[src/rtl/lcd_win_pkg.sv]
// Shared types for the LCD window controller.
// Command codes, FSM states and a width helper.
package lcd_win_pkg;

  typedef enum logic [2:0] {
    CMD_REFRESH = 3'd0,
    CMD_LOAD    = 3'd1,
    CMD_RIGHT   = 3'd2,
    CMD_LEFT    = 3'd3,
    CMD_UP      = 3'd4,
    CMD_DOWN    = 3'd5,
    CMD_MIRROR  = 3'd6,
    CMD_HOME    = 3'd7
  } cmd_e;

  typedef enum logic [1:0] {
    ST_IDLE,
    ST_LOAD,
    ST_OUT
  } state_e;

  // Bits needed to index v items, never less than one.
  function automatic int clog2w(input int v);
    return (v <= 2) ? 1 : $clog2(v);
  endfunction

endpackage

[src/rtl/lcd_frame_mem.sv]
// Frame store: one write port, one async read port.
// Whole array clears on async active-low reset.
module lcd_frame_mem
  import lcd_win_pkg::*;
#(
  parameter int DW    = 8,
  parameter int DEPTH = 36,
  parameter int AW    = clog2w(DEPTH)
) (
  input  logic          clk,
  input  logic          rst_n,
  input  logic          we,
  input  logic [AW-1:0] waddr,
  input  logic [DW-1:0] wdata,
  input  logic [AW-1:0] raddr,
  output logic [DW-1:0] rdata
);

  logic [DW-1:0] mem_q [DEPTH];
  logic [DW-1:0] mem_d [DEPTH];

  // Next array contents: single pixel write.
  always_comb begin
    mem_d = mem_q;
    if (we) mem_d[waddr] = wdata;
  end

  // Storage, cleared on reset.
  always_ff @(posedge clk or negedge rst_n) begin
    if (!rst_n) begin
      for (int i = 0; i < DEPTH; i++) mem_q[i] <= '0;
    end else begin
      mem_q <= mem_d;
    end
  end

  assign rdata = mem_q[raddr];

endmodule

[src/rtl/lcd_win_ctrl.sv]
// Loads a frame, streams a movable/mirrorable window.
// Optional cmd_err output: define LCD_WIN_CMDERR_EN.
module lcd_win_ctrl #(
  parameter int DW    = 8,
  parameter int IMG_W = 6,
  parameter int IMG_H = 6,
  parameter int WIN_W = 3,
  parameter int WIN_H = 3
) (
  input  logic          clk,
  input  logic          reset,
  input  logic [DW-1:0] datain,
  input  logic [2:0]    cmd,
  input  logic          cmd_valid,
  output logic [DW-1:0] dataout,
  output logic          output_valid,
  output logic          busy
`ifdef LCD_WIN_CMDERR_EN
  ,
  output logic          cmd_err
`endif
);

  import lcd_win_pkg::*;

  localparam int N      = IMG_W * IMG_H;
  localparam int M      = WIN_W * WIN_H;
  localparam int AW     = clog2w(N);
  localparam int CW     = clog2w(N + 1);
  localparam int OX_MAX = IMG_W - WIN_W;
  localparam int OY_MAX = IMG_H - WIN_H;
  localparam int OX_RST = (IMG_W - WIN_W + 1) / 2;
  localparam int OY_RST = (IMG_H - WIN_H + 1) / 2;
  localparam int XW     = clog2w(OX_MAX + 1);
  localparam int YW     = clog2w(OY_MAX + 1);
  localparam int CXW    = clog2w(WIN_W);
  localparam int RYW    = clog2w(WIN_H + 1);

  state_e        state_q, state_d;
  logic [CW-1:0] cnt_q, cnt_d;
  logic [CXW-1:0] col_q, col_d;
  logic [RYW-1:0] row_q, row_d;
  logic [XW-1:0] ox_q, ox_d;
  logic [YW-1:0] oy_q, oy_d;
  logic          mir_q, mir_d;
  logic [DW-1:0] dout_q, dout_d;
  logic          vld_q, vld_d;

  logic          we;
  logic [AW-1:0] waddr;
  logic [AW-1:0] raddr;
  logic [CW-1:0] raddr_w;
  logic [CW-1:0] xoff;
  logic [DW-1:0] rdata;

  lcd_frame_mem #(
    .DW   (DW),
    .DEPTH(N),
    .AW   (AW)
  ) u_mem (
    .clk  (clk),
    .rst_n(reset),
    .we   (we),
    .waddr(waddr),
    .wdata(datain),
    .raddr(raddr),
    .rdata(rdata)
  );

  assign waddr = AW'(cnt_q);

  // Window read address; CW bits hold N so nothing wraps.
  always_comb begin
    xoff = mir_q ? (CW'(WIN_W - 1) - CW'(col_q))
                 : CW'(col_q);
    raddr_w = (CW'(oy_q) + CW'(row_q)) * CW'(IMG_W)
            + CW'(ox_q) + xoff;
    raddr = AW'(raddr_w);
  end

  // Command decode, origin update and FSM next state.
  always_comb begin
    state_d = state_q;
    cnt_d   = cnt_q;
    col_d   = col_q;
    row_d   = row_q;
    ox_d    = ox_q;
    oy_d    = oy_q;
    mir_d   = mir_q;
    dout_d  = '0;
    vld_d   = 1'b0;
    we      = 1'b0;
    unique case (state_q)
      ST_IDLE: begin
        if (cmd_valid) begin
          cnt_d   = '0;
          col_d   = '0;
          row_d   = '0;
          state_d = ST_OUT;
          unique case (cmd_e'(cmd))
            CMD_LOAD: state_d = ST_LOAD;
            CMD_RIGHT:
              if (ox_q != XW'(OX_MAX)) ox_d = ox_q + XW'(1);
            CMD_LEFT:
              if (ox_q != '0) ox_d = ox_q - XW'(1);
            CMD_UP:
              if (oy_q != '0) oy_d = oy_q - YW'(1);
            CMD_DOWN:
              if (oy_q != YW'(OY_MAX)) oy_d = oy_q + YW'(1);
            CMD_MIRROR: mir_d = ~mir_q;
            CMD_HOME: begin
              ox_d  = XW'(OX_RST);
              oy_d  = YW'(OY_RST);
              mir_d = 1'b0;
            end
            default: ;
          endcase
        end
      end
      ST_LOAD: begin
        we    = 1'b1;
        cnt_d = cnt_q + CW'(1);
        if (cnt_q == CW'(N - 1)) begin
          state_d = ST_OUT;
          cnt_d   = '0;
        end
      end
      ST_OUT: begin
        if (cnt_q == CW'(M)) begin
          state_d = ST_IDLE;
        end else begin
          dout_d = rdata;
          vld_d  = 1'b1;
          cnt_d  = cnt_q + CW'(1);
          if (col_q == CXW'(WIN_W - 1)) begin
            col_d = '0;
            row_d = row_q + RYW'(1);
          end else begin
            col_d = col_q + CXW'(1);
          end
        end
      end
      default: state_d = ST_IDLE;
    endcase
  end

  // Controller state registers.
  always_ff @(posedge clk or negedge reset) begin
    if (!reset) begin
      state_q <= ST_IDLE;
      cnt_q   <= '0;
      col_q   <= '0;
      row_q   <= '0;
      ox_q    <= XW'(OX_RST);
      oy_q    <= YW'(OY_RST);
      mir_q   <= 1'b0;
      dout_q  <= '0;
      vld_q   <= 1'b0;
    end else begin
      state_q <= state_d;
      cnt_q   <= cnt_d;
      col_q   <= col_d;
      row_q   <= row_d;
      ox_q    <= ox_d;
      oy_q    <= oy_d;
      mir_q   <= mir_d;
      dout_q  <= dout_d;
      vld_q   <= vld_d;
    end
  end

  assign dataout      = dout_q;
  assign output_valid = vld_q;
  assign busy         = (state_q != ST_IDLE);

`ifdef LCD_WIN_CMDERR_EN
  logic err_q, err_d;

  // One-cycle flag for a command dropped while busy.
  always_comb begin
    err_d = cmd_valid && (state_q != ST_IDLE);
  end

  // Error pulse register.
  always_ff @(posedge clk or negedge reset) begin
    if (!reset) err_q <= 1'b0;
    else        err_q <= err_d;
  end

  assign cmd_err = err_q;
`endif

endmodule

[config.mk]
export PLATFORM = sky130hd
export DESIGN_NAME = lcd_win_ctrl
export DESIGN_NICKNAME = d
export VERILOG_FILES = /design/src/rtl/lcd_win_pkg.sv /design/src/rtl/lcd_frame_mem.sv /design/src/rtl/lcd_win_ctrl.sv
export SDC_FILE = /design/constraint.sdc
export NUM_CORES = 1
export LEC_CHECK = 0
export CAP_MARGIN = 5
export CORE_ASPECT_RATIO = 1.5
export CORE_MARGIN = 2
export CORE_UTILIZATION = 27
export CTS_BUF_LIST = sky130_fd_sc_hd__clkbuf_8
export DETAILED_ROUTE_END_ITERATION = 10
export GPL_TIMING_DRIVEN = 0
export PLACE_DENSITY = 0.47
export SLEW_MARGIN = 20
export SYNTH_ARGS = -nofsm -noshare
export SYNTH_HDL_FRONTEND = slang
export SYNTH_HIERARCHICAL = 1
export SYNTH_SLANG_ARGS = --single-unit
export TNS_END_PERCENT = 5
[constraint.sdc]
create_clock -name clk -period 6.3 [get_ports clk]
set_input_delay 1.26 -clock clk [delete_from_list [all_inputs] [get_ports clk]]
set_output_delay 1.26 -clock clk [all_outputs]
set_load 0.01 [all_outputs]
Word level (Yosys, flattened, before mapping)
Cells that the tools add are included.

storage, ports and cells
  latch bits = 0
  output and inout bits = 10
  memories kept = 0
  flip-flop bits (word level) = 314
  RAM bits = 0
  word-level logic and storage cells = 138
  bits of input ports = 14
  ROM bits = 0

cells by class
  $mul = 1
  div/mod/pow operators = 0
  shift operators = 0
  magnitude comparators = 3
  $add $sub $neg = 11
  equal/unequal tests = 23
  mux-type cells = 35
  bitwise logic cells = 3
  reductions and logical operators = 17

operators by type and width
  kind                   number
  $bwmux W288            1
  $bmux W8 S6            1
  $demux W8 S6           1
  $mux W8                5
  $mux W2                13
  $mux W6                4
  $ne A2 B2 Y1 const B   11
  $pmux W2 S3            3
  $pmux W6 S3            1
  $ge A7 B7 Y1 const B   2
  $not A6 Y7             2
  $eq A3 B3 Y1 const B   4
  $reduce_and A3 Y1      4
  $reduce_and A5 Y1      2
  $reduce_bool A2 Y1     5
  $reduce_bool A3 Y1     3
  $add A2 B1 Y2 const B  4
  $pmux W2 S2            2
  $lt A7 B1 Y1 const B   1
  $add A6 B1 Y6 const B  1
  $add A6 B2 Y6          1
  $add A6 B6 Y6          1
  $eq A3 B2 Y1 const B   2
  $eq A6 B4 Y1 const B   1
  other kinds (14)       18

Logic depth before layout (Yosys ltp)
  depth after elaboration = 10
  gate-level depth with buffers = 15
  depth with buffers taken out = 15

By module
The synthesis kept the hierarchy.

modules (own cells, without submodules)
  module         sequential area each (um2)  cells each  times used  area each (um2)
  lcd_frame_mem  7206.9                      861         1           13327.8
  lcd_win_ctrl   653.1                       189         1           1831.8

Worst setup path before layout
OpenSTA, ideal clock, no wires.

  path type = register to register
  start point = register row_q[0]
  end point = register dout_q[1] (netlist: dataout[1])
  period minus slack after synthesis = 4049 ps
  buffers on the path = 1
  stages on the path, launching flop included = 16
  setup slack = 2251 ps
  data required time = 6181 ps
  data arrival time = 3930 ps
  setup time = 119 ps
  cells stage by stage = dfrtp_1 -> ha_1 -> fa_1 -> inv_1 -> ha_1 -> inv_1 -> ha_1 -> ha_1 -> ha_1 -> xor2_1 -> clkbuf_1 -> and3b_1 -> a221oi_1 -> o211ai_1 -> a32o_1 -> and2_1

between the ends
  longest elaborated chain between the ends = 10

RTL lines
  item                                         line                 text
  from (decl)                                  lcd_win_ctrl.sv:42   logic [RYW-1:0] row_q, row_d;
  from (signal assigned)                       lcd_win_ctrl.sv:163  row_q <= row_d;
  $add A2 B2 Y3                                lcd_win_ctrl.sv:76   raddr_w = (CW'(oy_q) + CW'(row_q)) * CW'(IMG_W)
  $mul A3 B2 Y5                                lcd_win_ctrl.sv:76
  $add A6 B2 Y6                                lcd_win_ctrl.sv:77   + CW'(ox_q) + xoff;
  $add A6 B6 Y6                                lcd_win_ctrl.sv:77
  via raddr[3]                                 lcd_win_ctrl.sv:51   logic [AW-1:0] raddr;
  $not A6 Y7 (not written as such)             lcd_frame_mem.sv:37  assign rdata = mem_q[raddr];
  $bmux W8 S6                                  lcd_frame_mem.sv:37
  $mux W8 (not written as such) (2 in series)  lcd_frame_mem.sv:37
  via rdata[1]                                 lcd_win_ctrl.sv:54   logic [DW-1:0] rdata;
  $mux W8                                      lcd_win_ctrl.sv:129  if (cnt_q == CW'(M)) begin
  $mux W8                                      lcd_win_ctrl.sv:93   unique case (state_q)
  via dout_d[1]                                lcd_win_ctrl.sv:46   logic [DW-1:0] dout_q, dout_d;
  to (signal assigned)                         lcd_win_ctrl.sv:167  dout_q <= dout_d;
  to (decl)                                    lcd_win_ctrl.sv:46

The timed path passes the listed nets, and every way through them passes these cells. The select of a mux whose other input is x is not followed.
A chain may end at the register's enable or synchronous reset.

Worst setup path in the final report
  start point = register row_q[0]
  end point = register dout_q[5] (netlist: dataout[5])

Same word-level chain as after synthesis.

==> results.toml <==
[sta]
max_freq_ghz = 0.195
skew_ns = 0.0237
tightest_slew_ns = 1.14
whs_ns = 0.500
slew_viol_final = 0
relSlewSlack_pct = 24.2
final_hold_viol_count = 0
finalCriticalPeriod_ns = 5.13
rsz0062_at_grt = "false"
final-setup-viol-count = 0
fin_crit_sh_pct = 81.5
setup_ws_ns = 1.17

[logic_synthesis]
syn-num-nets = 1089
ys_seq_area_share_pct = 51.8
synth_cell_types = 64
yosys.area_share.simple_pct = 5.46
netlist_area_um2 = 15200
synth_compound_gate_area_share_pct = 4.69
synth_edf_count = 0
ys.flop_type = "dfrtp_1"
synth_cells = 1050
synthMuxAreaShare_pct = 32.9
synth_top_family_by_area = "multiplexers"
avgSynthCellArea_um2 = 14.4
synthAdderAreaFrac_pct = 2.21
ys_ff_latch = 314
synth-xor-area-share_pct = 0.289
postSynth.asyncResetShare_pct = 100
synth_top_area_share_pct = 51.5
synth_warnings = 6
netlist_top_cells_area = "dfrtp_1 52%, mux2_2 22%, mux4_2 7.0%"
yosys.area.top_type = "dfrtp_1"

[final_layout]
fill_cells = 5536
syn2layout_area_growth_pct = 14.1
nNetsFinal = 1165
design_area_um2 = 17300
drive_gt1_share_pct = 40.4
final_cell_mix = "312 x dfrtp_1, 301 x mux2_2, 62 x clkbuf_8, 47 x mux4_2"
layout_commonest_cell = "dfrtp_1"
layoutNonFillerInstCount = 1860

[critical_path]
arrival_ns = 5.62
cp.required_ns = 6.79
crit_type = "reg -> reg"
worst_setup_path_start_kind = "flip-flop"
worstPathMaxFanout = 10
end_kind = "flip-flop"

[cts]
clock_path_buffers = 3
h-tree-depth = 2
clk_latency_ns = 0.61
cts_buffers = 49
cts_tree = "done"
post_cts_buffers = 0
clkSinkCount = 314
cts-root-buf = "clkbuf_8"
hold_buffers = 0
cts.clk_slew.worst_paths_ns = 0.07
cts_resized = 0

[routing]
dr.first_iter.drc_count = 518
antenna_left = 0
totalWireLength_um = 45300
avgViaCountPerCell = 5.00
vias = 9300
first_pass_iters = 5
wire_per_inst_um = 24.3
drc = 0

[placed_design]
place_inst = 1777
dp_hpwl_um = 32500
dp_slack_ns = 1.11
finalWeightedCongestion = 0.840
portBuffers = 22
place_area_um2 = 16400

[die]
die_h_um = 294
die_width_um = 197
rows = 106
die_area_um2 = 58100
coreArea_um2 = 55600
io_pins = 24
initial_core_util_pct = 27.3

[run_status]
status = "finished, final reports clean"

[global_route]
grt_max_degree = 95
grt_pass1_wl_um = 68500
gr-total-overflow = 0
track_usage_pct = 16.1
antenna_found_initial = 1
grt_pass1_vias = 9993

[min_path]
min_path_type = "reg -> reg"

[run]
max_cap_viol_count = 0
-- metal layers --
layer | track usage [%] | routed length, um | share of wire, % | vias up
met4 | 6.71 | 1910 | 4.2 | 0
met5 | 0 | 0 | 0 | -
met3 | 1.98 | 1340 | 3.0 | 78
met2 | 29.1 | 23700 | 52 | 172
li1 | - | - | - | 4083
met1 | 19.2 | 18300 | 40 | 4967
-- through the flow --
stage	util, %	setup TNS (ns)
2_1_floorplan	-	0
3_3_place_gp	29.3	-3186.16
3_5_place_dp	29.4	0
4_1_cts	31.1	0
5_1_grt	31.1	0
6_report	31.1	0
-- synth_stat cells, drive strengths merged, types with 3 or more instances --
cell	count
dfrtp	312
mux2i	27
a22oi	5
inv	12
nor3b	7
nand3b	4
mux2	301
buf	29
o211ai	3
and2	16
o221ai	17
fa	3
nor3	8
nor2b	9
a22o	9
a221oi	4
ha	22
a211o	9
clkbuf	40
a21oi	5
nand2	40
xnor2	3
nor4b	3
nand2b	3
mux4	57
o21ai	13
nand3	16
a31oi	4
nor2	30
a32o	8
-- critical path, cell delays in order, from the launching register on --
cell and delay, ns:
dfrtp_1 0.46, ha_1 0.24, fa_1 0.54, inv_1 0.07
ha_1 0.27, inv_1 0.04, ha_1 0.27, ha_1 0.28
ha_1 0.34, xor2_1 0.46, clkbuf_1 0.58, mux4_2 0.41
mux2i_1 0.43, o211ai_1 0.20, a32o_1 0.30, and2_1 0.13
-- cell type report --
class / count / area, um2 / area share (%)
flip-flops and latches: 314 / 7860 / 45.4
multi-input cells: 655 / 6910 / 39.9
well taps: 702 / 878 / 5.08
clock buffers: 62 / 853 / 4.93
plain buffers: 69 / 357 / 2.06
repair buffers: 25 / 308 / 1.78
clock inverters: 20 / 93.8 / 0.542
inverters: 12 / 45.0 / 0.260
diodes: 1 / 2.50 / 0.0145
-- cells by family after synthesis --
| logic type | Yosys count |
|---|---|
| buf+inv | 81 |
| compound gates | 90 |
| simple gates | 150 |
| xor+xnor | 5 |
| fa+ha+maj | 25 |
| mux | 385 |
| flops | 314 |
-- path summary, 6_finish.rpt --
kind	startpoint	to	slack, ns	depth (start not counted)
max	row_q[0]	dataout[5]	1.17	15
min	u_mem/mem_q[157]	u_mem/mem_q[157]	0.50	1
max reg2reg	row_q[0]	dataout[5]	1.17	15
min reg2reg	u_mem/mem_q[157]	u_mem/mem_q[157]	0.50	1
max in group asynchronous	reset	u_mem/mem_q[211]	3.99	4
min in group asynchronous	reset	u_mem/mem_q[58]	0.56	1
-- flip-flops by register name, indices dropped and copies added, names as in the netlist, 2 cells and up --
name         cells
cnt_q            6
col_q            2
dataout          8
ox_q             2
oy_q             2
row_q            2
state_q          2
u_mem/mem_q    288
Power is not shown: default switching activity piles up to over one toggle a cycle in this logic, so the estimate is an artifact.
